**src/rtl/subleq_ctrl_pkg.sv**
```systemverilog
// Shared types and constants for the SUBLEQ sequencer: FSM state encoding,
// default geometry and instruction-field position helpers.
package subleq_ctrl_pkg;

    localparam int DEF_WORD_SIZE = 24;
    localparam int DEF_MEM_SIZE  = 256;
    localparam int DEF_ADDR_BITS = $clog2(DEF_MEM_SIZE);

    // An instruction word holds three equal-width fields {A, B, C}, A in the top slice.
    localparam int N_ARGS = 3;
    localparam int ARG_C  = 0;
    localparam int ARG_B  = 1;
    localparam int ARG_A  = 2;

    typedef enum logic [2:0] {
        S_IDLE,
        S_FETCH,
        S_DECODE,
        S_EXEC,
        S_BRANCH,
        S_HALT
    } ctrl_state_e;

    function automatic int arg_low_bound(input int word_size, input int arg);
        return arg * (word_size / N_ARGS);
    endfunction

    function automatic int arg_up_bound(input int word_size, input int arg);
        return arg_low_bound(word_size, arg) + (word_size / N_ARGS) - 1;
    endfunction

endpackage

```
**src/rtl/subleq_dbg_port.sv**
```systemverilog
// Port-1 arbiter: lets the debug/loader requester take memory port 1 whenever
// the sequencer is at an instruction boundary, and returns read data one cycle later.
module subleq_dbg_port
    import subleq_ctrl_pkg::*;
#(
    parameter int WORD_SIZE = DEF_WORD_SIZE,
    parameter int ADDR_BITS = DEF_ADDR_BITS
) (
    input  logic                 clk,
    input  logic                 rst,
    input  logic                 arb_ok,
    input  logic                 dbg_req,
    input  logic                 dbg_we,
    input  logic [WORD_SIZE-1:0] dbg_addr,
    input  logic [WORD_SIZE-1:0] dbg_wdata,
    input  logic [WORD_SIZE-1:0] core_add1,
    input  logic [WORD_SIZE-1:0] core_din1,
    input  logic                 core_we1,
    input  logic [WORD_SIZE-1:0] mem_dout1,
    output logic [WORD_SIZE-1:0] mem_add1,
    output logic [WORD_SIZE-1:0] mem_din1,
    output logic                 mem_we1,
    output logic                 dbg_gnt,
    output logic                 dbg_rvalid,
    output logic [WORD_SIZE-1:0] dbg_rdata
);

    localparam logic [WORD_SIZE-1:0] ADDR_MASK = WORD_SIZE'((64'd1 << ADDR_BITS) - 64'd1);

    logic rvalid_q, rvalid_d;

    // Nothing reaches the memory during the reset cycle, whoever owns the port.
    assign dbg_gnt    = arb_ok & dbg_req & ~rst;
    assign mem_add1   = dbg_gnt ? (dbg_addr & ADDR_MASK) : core_add1;
    assign mem_din1   = dbg_gnt ? dbg_wdata : core_din1;
    assign mem_we1    = dbg_gnt ? dbg_we : (core_we1 & ~rst);
    assign rvalid_d   = dbg_gnt & ~dbg_we;
    assign dbg_rvalid = rvalid_q;
    assign dbg_rdata  = mem_dout1;

    always_ff @(posedge clk) begin
        if (rst) begin
            rvalid_q <= 1'b0;
        end else begin
            rvalid_q <= rvalid_d;
        end
    end

endmodule

```
**src/rtl/subleq_ctrl.sv**
```systemverilog
// SUBLEQ core sequencer: single-clock FSM stepping fetch / operand read /
// write-back / branch over a dual-port synchronous memory, with debug access.
module subleq_ctrl
    import subleq_ctrl_pkg::*;
#(
    parameter int WORD_SIZE = DEF_WORD_SIZE,
    parameter int MEM_SIZE  = DEF_MEM_SIZE,
    parameter int RESET_PC  = 0
) (
    input  logic                 clk,
    input  logic                 rst,
    input  logic                 run,
    input  logic                 step,
    output logic                 halted,
    output logic [WORD_SIZE-1:0] pc_o,
    input  logic                 dbg_req,
    input  logic                 dbg_we,
    input  logic [WORD_SIZE-1:0] dbg_addr,
    input  logic [WORD_SIZE-1:0] dbg_wdata,
    output logic                 dbg_gnt,
    output logic                 dbg_rvalid,
    output logic [WORD_SIZE-1:0] dbg_rdata,
    output logic [WORD_SIZE-1:0] mem_add1,
    output logic [WORD_SIZE-1:0] mem_din1,
    output logic                 mem_we1,
    output logic [WORD_SIZE-1:0] mem_add2,
    output logic [WORD_SIZE-1:0] mem_din2,
    output logic                 mem_we2,
    input  logic [WORD_SIZE-1:0] mem_dout1,
    input  logic [WORD_SIZE-1:0] mem_dout2
);

    localparam int ADDR_BITS = $clog2(MEM_SIZE);
    localparam int A_LO      = arg_low_bound(WORD_SIZE, ARG_A);
    localparam int B_LO      = arg_low_bound(WORD_SIZE, ARG_B);
    localparam int C_LO      = arg_low_bound(WORD_SIZE, ARG_C);
    localparam int FIELD_W   = arg_up_bound(WORD_SIZE, ARG_A) - A_LO + 1;

    localparam logic [WORD_SIZE-1:0] ADDR_MASK  = WORD_SIZE'((64'd1 << ADDR_BITS) - 64'd1);
    localparam logic [WORD_SIZE-1:0] FIELD_MASK = WORD_SIZE'((64'd1 << FIELD_W) - 64'd1);
    localparam logic [WORD_SIZE-1:0] RESET_PC_W = WORD_SIZE'(RESET_PC) & ADDR_MASK;

    // Out-of-range fields alias into the memory by dropping the high address bits.
    function automatic logic [WORD_SIZE-1:0] arg_addr(input logic [WORD_SIZE-1:0] w,
                                                      input int lo);
        return (w >> lo) & FIELD_MASK & ADDR_MASK;
    endfunction

    ctrl_state_e          state_q, state_d;
    logic [WORD_SIZE-1:0] pc_q, pc_d;
    logic [WORD_SIZE-1:0] ir_q, ir_d;
    logic [WORD_SIZE-1:0] acc_q, acc_d;
    logic                 step_prev_q, step_prev_d;
    logic                 step_pend_q, step_pend_d;

    logic                 step_rise;
    logic                 taken;
    logic [WORD_SIZE-1:0] diff;
    logic [WORD_SIZE-1:0] branch_tgt;
    logic [WORD_SIZE-1:0] core_add1;
    logic [WORD_SIZE-1:0] core_din1;
    logic                 core_we1;
    logic                 arb_ok;

    assign step_rise  = step & ~step_prev_q;
    assign diff       = mem_dout1 - mem_dout2;
    assign taken      = acc_q[WORD_SIZE-1] | (acc_q == '0);
    assign branch_tgt = arg_addr(ir_q, C_LO);
    assign arb_ok     = (state_q == S_IDLE) | (state_q == S_HALT);

    always_comb begin
        // NOTE: every signal gets a default before the case so no path leaves it
        // unassigned; a missing default here would infer a latch.
        state_d     = state_q;
        pc_d        = pc_q;
        ir_d        = ir_q;
        acc_d       = acc_q;
        step_prev_d = step;
        step_pend_d = step_pend_q;
        core_add1   = '0;
        core_din1   = '0;
        core_we1    = 1'b0;
        mem_add2    = '0;

        // A step edge seen while stopped is remembered until the next boundary.
        if (step_rise && !run) begin
            step_pend_d = 1'b1;
        end

        case (state_q)
            S_IDLE: begin
                if (!dbg_req && (run || step_rise || step_pend_q)) begin
                    state_d     = S_FETCH;
                    step_pend_d = 1'b0;
                end
            end
            S_FETCH: begin
                core_add1 = pc_q;
                state_d   = S_DECODE;
            end
            S_DECODE: begin
                ir_d      = mem_dout1;
                core_add1 = arg_addr(mem_dout1, B_LO);
                mem_add2  = arg_addr(mem_dout1, A_LO);
                state_d   = S_EXEC;
            end
            S_EXEC: begin
                acc_d     = diff;
                core_we1  = 1'b1;
                core_add1 = arg_addr(ir_q, B_LO);
                core_din1 = diff;
                state_d   = S_BRANCH;
            end
            S_BRANCH: begin
                if (taken) begin
                    pc_d    = branch_tgt;
                    state_d = (branch_tgt == pc_q) ? S_HALT : S_IDLE;
                end else begin
                    pc_d    = (pc_q + WORD_SIZE'(1)) & ADDR_MASK;
                    state_d = S_IDLE;
                end
            end
            S_HALT: begin
                step_pend_d = 1'b0;
            end
            default: begin
                state_d = S_IDLE;
            end
        endcase
    end

    // NOTE: state registers use non-blocking assignments so every flop samples
    // the pre-edge values regardless of statement order.
    always_ff @(posedge clk) begin
        if (rst) begin
            state_q     <= S_IDLE;
            pc_q        <= RESET_PC_W;
            ir_q        <= '0;
            acc_q       <= '0;
            step_prev_q <= 1'b0;
            step_pend_q <= 1'b0;
        end else begin
            state_q     <= state_d;
            pc_q        <= pc_d;
            ir_q        <= ir_d;
            acc_q       <= acc_d;
            step_prev_q <= step_prev_d;
            step_pend_q <= step_pend_d;
        end
    end

    assign halted   = (state_q == S_HALT) |
                      ((state_q == S_IDLE) & ~run & ~step_pend_q);
    assign pc_o     = pc_q;
    assign mem_din2 = '0;
    assign mem_we2  = 1'b0;

    subleq_dbg_port #(
        .WORD_SIZE (WORD_SIZE),
        .ADDR_BITS (ADDR_BITS)
    ) u_dbg_port (
        .clk        (clk),
        .rst        (rst),
        .arb_ok     (arb_ok),
        .dbg_req    (dbg_req),
        .dbg_we     (dbg_we),
        .dbg_addr   (dbg_addr),
        .dbg_wdata  (dbg_wdata),
        .core_add1  (core_add1),
        .core_din1  (core_din1),
        .core_we1   (core_we1),
        .mem_dout1  (mem_dout1),
        .mem_add1   (mem_add1),
        .mem_din1   (mem_din1),
        .mem_we1    (mem_we1),
        .dbg_gnt    (dbg_gnt),
        .dbg_rvalid (dbg_rvalid),
        .dbg_rdata  (dbg_rdata)
    );

endmodule

```
**config.mk**
```make
export PLATFORM = sky130hd
export DESIGN_NAME = subleq_ctrl
export DESIGN_NICKNAME = d
export VERILOG_FILES = /design/src/rtl/subleq_ctrl_pkg.sv /design/src/rtl/subleq_dbg_port.sv /design/src/rtl/subleq_ctrl.sv
export SDC_FILE = /design/constraint.sdc
export NUM_CORES = 1
export LEC_CHECK = 0
export CAP_MARGIN = 5
export CORE_MARGIN = 10
export CORE_UTILIZATION = 41
export DETAILED_ROUTE_END_ITERATION = 8
export GPL_TIMING_DRIVEN = 0
export PLACE_DENSITY_LB_ADDON = 0.05
export SYNTH_ARGS = -nofsm -noshare
export SYNTH_HDL_FRONTEND = slang
export SYNTH_SLANG_ARGS = --single-unit
```
**constraint.sdc**
```tcl
create_clock -name clk -period 5.3 [get_ports clk]
set_input_delay 1.59 -clock clk [delete_from_list [all_inputs] [get_ports clk]]
set_output_delay 1.59 -clock clk [all_outputs]
set_load 0.03 [all_outputs]
```
==> flow_summary_export.csv, run 1 <==
group,metric,value,unit
final_layout,fin_nets,1108,
timing,tns,-99.0,ps
timing,post-route-min-period,5360,ps
power,pwr_density_cell,211,mW/mm2
synthesis,synth_seq_cells,54,
cts,cts_max_level,2,
floorplanning,core,0.0119,mm2
cts,cts_tree,"built",
timing,max_freq,187,MHz
timing,min_period_over_period,1.01,
timing,worst_pin_slew,703,ps
detailed_routing,drt-initial-drc-count,441,
power,leakage,3.69,nW
global_routing,grt_pass1_wl,29300,um
placed_design,gp_congestion,0.899,
placed_design,portBuffers,160,
setup_path,worstPathRequired,3710,ps
floorplanning,io_pins,251,
timing,hold_violations,0,
synthesis,ys_warn_count,0,
floorplanning,die_area,0.0168,mm2
setup_path,criticalPathCategory,"input port to primary output",
detailed_routing,finalWirelength,20000,um
global_routing,grt_overflow_total,0,
detailed_routing,dr.pass1.iters,5,
final_layout,drive_gt1_frac,0.302,
setup_path,worstSetupEndpointType,"primary output",
setup_path,cp-start-kind,"input port",
outcome,status,"finished with violations",
global_routing,grt_pass1_vias,5657,
cts,cts_buffer_depth,2,
final_layout,n_antenna_cell,0,
synthesis,synth_edf_count,0,
global_routing,track_usage,0.216,
power,irDropWorstVdd,0.141,mV
synthesis,netlist_top_cells_area,"dfxtp_1, buf_4, nand2_1",
timing,finalSetupViolations,3,
synthesis,async_flop_share,0,
timing,setup_ws,-58.9,ps
synthesis,synth_top_area_cell,"dfxtp_1",
run,maxCapViolations,0,
cts,path_clk_slew,70,ps
outcome,violations,"setup timing",
cts,hold_buffers,0,
synthesis,synth_most_common_cell,"nand2_1",
floorplanning,start_util,0.414,
floorplanning,die_y,130,um
synthesis,syn_inst,695,
placed_design,hpwl,15200,um
setup_path,worstPathArrival,3770,ps
timing,finalClockSkew,8.49,ps
synthesis,synthTopCellsByCount,"nand2_1, buf_4, dfxtp_1, a21oi_1, nor2_1",
timing,relSlewSlack,0.527,
floorplanning,die_w,130,um
timing,rsz0062_at_grt,"yes",
global_routing,antenna_found_initial,0,
setup_path,worstPathMaxFanout,4,
synthesis,synth.avg_cell_area,7.10,um2
cts,cts.sinks,54,
cts,clock_latency,290,ps
cts,cts_made_buffers,5,
detailed_routing,ant_nets,0,
detailed_routing,vias,5712,
synthesis,syn_area,0.00493,mm2
detailed_routing,drc,0,
hold_path,min_path_type,"flop to flop",
detailed_routing,via_per_inst,5.06,
detailed_routing,detail_route.wl_per_cell,17.7,um
synthesis,synth_top_area_frac,0.219,
timing,slew_viol_final,0,
synthesis,synth_ff_type,"dfxtp_1",
placed_design,dpl_worst_slack,-1310,ps
final_layout,areaGrowthSynthToFinish,65.3,%
cts,ctsRootBufferMaster,"clkbuf_16",
synthesis,ys_types,58,
global_routing,grt_max_degree,18,
floorplanning,core.rowCount,40,
synthesis,synth_seq_area_share,0.219,
-- per-layer routing --
metal	vias to the layer above	wire length (um)	GRT usage
met4	0	510	0.0661
met5	-	0	0
met1	2643	7650	0.233
li1	2791	-	-
met3	36	1370	0.0474
met2	242	10500	0.408
-- power breakdown --
part	switching, mW	total [mW]	leakage [nW]	internal [mW]
clock	0.155	0.345	0.0735	0.190
sequential	0.0151	0.442	0.437	0.427
combinational	0.534	0.930	3.18	0.395
-- what timing repair did --
action	CTS	global route
setup endpoints to repair	34	26
buffers inserted	37	14
pin swaps	48	38
gates resized for setup	227	70
-- worst paths after layout --
kind	cells past startpoint	slack (ps)	startpoint	to
max	14	-60	mem_dout1[0]	mem_din1[18]
min	2	460	acc_q[10]	acc_q[10]
max reg2reg	13	2670	state_q[1]	acc_q[20]
min reg2reg	2	460	acc_q[10]	acc_q[10]
-- area by class of cell --
type	instances	area, um2
Timing Repair Buffer	210	1930
Tap cell	147	184
Sequential cell	54	1080
Inverter	28	108
Buffer	127	875
Clock inverter	2	16.3
Clock buffer	6	139
Fill cell	1007	3760
Multi-Input combinational cell	555	3820
-- layout by cell type, fill, tap and decap left out, types with 7 or more instances in the layout --
cell type	n
a21o_1	8
a21oi_1	44
a21oi_4	8
a22oi_1	10
and2_1	10
and3_1	7
buf_2	8
buf_4	150
clkbuf_1	20
clkbuf_2	7
clkdlybuf4s50_1	105
conb_1	73
dfxtp_1	54
dlygate4sd2_1	22
dlymetal6s2s_1	8
ha_4	19
inv_1	12
inv_2	15
mux2_2	8
nand2_1	122
nand2b_1	8
nand4_1	7
nor2_1	36
nor2b_1	12
nor3_1	8
nor4_1	9
o21ai_0	23
o21ai_1	17
o21ai_2	13
xnor2_1	8
xor2_1	12
-- worst max-delay path: stages --
cell      delay [ps]
buf_8            100
inv_4             40
ha_4             130
inv_2             40
fa_2             370
a211oi_4         250
o21bai_2         140
o21ai_2          210
a21oi_4          110
a211oi_2         250
xor2_1           170
buf_4            150
o21ai_2           50
buf_6            160
-- logic make-up after synthesis --
family | synth area share
simple gates | 0.230
compound gates | 0.219
buf+inv | 0.195
flops | 0.219
fa+ha+maj | 0.0649
xor+xnor | 0.0426
mux | 0.0294
other cells | 0.000760
-- flip-flops by register name, summed over array words and instances, names as in the netlist --
| register | flops |
|---|---|
| acc_q | 24 |
| ir_q | 16 |
| pc_o | 8 |
| state_q | 3 |
| step_pend_q | 1 |
| step_prev_q | 1 |
| u_dbg_port.dbg_rvalid | 1 |
-- stage by stage --
step,hold WS (ps),cells,utilization,area (um2),power [mW]
floorplan,433,767,-,5210,0.959
global placement,440,1074,0.587,6990,1.21
detailed placement,449,1074,0.587,6990,1.22
CTS,461,1116,0.657,7830,1.65
global route,471,1129,0.684,8150,1.79
finish,460,1129,0.684,8150,1.72
Power figures use the tool's default switching activity.
==> run 2: changes to the inputs <==
--- a/config.mk
+++ b/config.mk
@@ -9,6 +9,7 @@
 export CORE_MARGIN = 10
 export CORE_UTILIZATION = 41
 export DETAILED_ROUTE_END_ITERATION = 8
+export GPL_ROUTABILITY_DRIVEN = 0
 export GPL_TIMING_DRIVEN = 0
 export PLACE_DENSITY_LB_ADDON = 0.05
 export SYNTH_ARGS = -nofsm -noshare
==> flow_summary_export.csv, run 2 (synthesis gave the netlist of run 1 again) <==
group,metric,value,unit
timing,finalSetupViolations,8,
detailed_routing,drc,0,
cts,clock_latency,290,ps
placed_design,dp.cells,1074,
cts,cts_buffer_depth,2,
setup_path,worstPathRequired,3710,ps
setup_path,crit_start,"mem_dout1[13]",
timing,hold_violations,0,
setup_path,cp-start-kind,"input port",
global_routing,track_usage,0.223,
detailed_routing,ant_nets,0,
outcome,violations,"setup timing",
cts,cts_made_buffers,5,
final_layout,finalCoreUtilization,0.687,
floorplanning,die_y,130,um
final_layout,areaGrowthSynthToFinish,65.9,%
timing,slew_viol_final,0,
timing,max_freq,186,MHz
timing,relSlewSlack,0.523,
final_layout,largest_reg_flops,24,
timing,tns,-478,ps
detailed_routing,drt-initial-drc-count,448,
placed_design,portBuffers,160,
floorplanning,die_area,0.0168,mm2
floorplanning,io_pins,251,
timing,rsz0062_at_grt,"yes",
floorplanning,die_w,130,um
power,leakage,3.75,nW
setup_path,worstPathMaxFanout,4,
cts,cts_max_level,2,
timing,holdWs,456,ps
detailed_routing,finalWirelength,20100,um
cts,path_clk_slew,70,ps
cts,cts_tree,"built",
setup_path,criticalPathCategory,"input port to primary output",
final_layout,most-common-layout-cells,"buf_4, nand2_1, clkdlybuf4s50_1",
outcome,status,"finished with violations",
detailed_routing,detail_route.wl_per_cell,17.7,um
floorplanning,core.rowCount,40,
power,pwr_density_cell,215,mW/mm2
detailed_routing,via_per_inst,5.15,
timing,worst_pin_slew,715,ps
timing,min_period_over_period,1.02,
run,maxCapViolations,0,
global_routing,grt_pass1_wl,30500,um
floorplanning,start_util,0.414,
final_layout,fin_cells,1137,
setup_path,worstSetupEndpointType,"primary output",
hold_path,min_path_type,"flop to flop",
global_routing,antenna_found_initial,1,
timing,post-route-min-period,5390,ps
cts,ctsRootBufferMaster,"clkbuf_16",
setup_path,r2r-start,"state_q[1]",
detailed_routing,dr.pass1.iters,6,
global_routing,grt_overflow_total,0,
cts,hold_buffers,0,
final_layout,drive_gt1_frac,0.303,
floorplanning,core,0.0119,mm2
detailed_routing,vias,5856,
power,irDropWorstVdd,0.146,mV
setup_path,worstPathArrival,3800,ps
final_layout,fin_nets,1115,
timing,finalClockSkew,6.93,ps
timing,setup_ws,-88.2,ps
placed_design,hpwl,14900,um
final_layout,largest-register,"acc_q",
final_layout,final_common_cell,"buf_4",
global_routing,grt_pass1_vias,5959,
cts,cts.sinks,54,
hold_path,min_from,"ir_q[9]",
global_routing,grt_max_degree,18,
==> run 2: changes by cell type in the layout (fill, tap and decap cells not counted), moves of 3 or more <==
cell	change
dlygate4sd2_1	+8
clkdlybuf4s50_1	-6
buf_2	+5
buf_4	+4
clkbuf_2	-4
inv_1	+3
inv_2	-3
o21ai_1	+3
==> run 2: where the power goes <==
| group | total [mW] | switching, mW | internal, mW |
|---|---|---|---|
| combinational | 0.935 | 0.537 | 0.398 |
| clock | 0.384 | 0.146 | 0.238 |
| sequential | 0.442 | 0.0153 | 0.427 |
| total | 1.76 | 0.698 | 1.06 |
==> run 2: what timing repair did <==
action,4_1_cts,5_1_grt
gates cloned,0,0
resized for setup,256,50
buffers inserted,44,15
pin swaps,44,38
setup endpoints to repair,34,25
==> run 2: path summary, 6_finish.rpt <==
check | cells after the start | slack (ps) | end
worst min-delay path | 2 | 460 | ir_q[9]
worst max register to register | 13 | 2610 | acc_q[15]
worst max-delay path | 10 | -90 | mem_din1[20]
worst min register to register | 2 | 460 | ir_q[9]
==> run 2: final cells by class <==
cell class | count | area (um2)
clock buffers | 6 | 139
flip-flops and latches | 54 | 1080
multi-input cells | 555 | 3790
clock inverters | 2 | 38.8
diodes | 1 | 2.50
well taps | 147 | 184
fillers | 990 | 3730
plain buffers | 127 | 871
inverters | 28 | 108
repair buffers | 217 | 1970
==> run 2: worst max-delay path, cell delays in order <==
cell and delay (ps):
dlygate4sd2_1 390, ha_4 270, a21o_1 240, a21o_1 170
a21o_1 190, a31o_1 250, a21oi_4 140, mux2i_2 260
nand2_1 120, buf_6 160
==> run 2: stage by stage <==
step                setup WS (ps)  total power [mW]  instance area [um2]
global route                 -190              1.84                 8180
detailed placement          -1250              1.21                 6990
global placement            -1230              1.20                 6990
floorplan                   -14.2             0.959                 5210
finish                      -88.2              1.76                 8180
CTS                          -161              1.70                 7970
==> run 2: routing by layer <==
metal / GRT usage / vias up / share of wire
li1: - / 2805 / -
met1: 0.239 / 2667 / 0.36
met2: 0.420 / 315 / 0.51
met3: 0.0486 / 69 / 0.090
met4: 0.0780 / 0 / 0.041
met5: 0 / - / 0
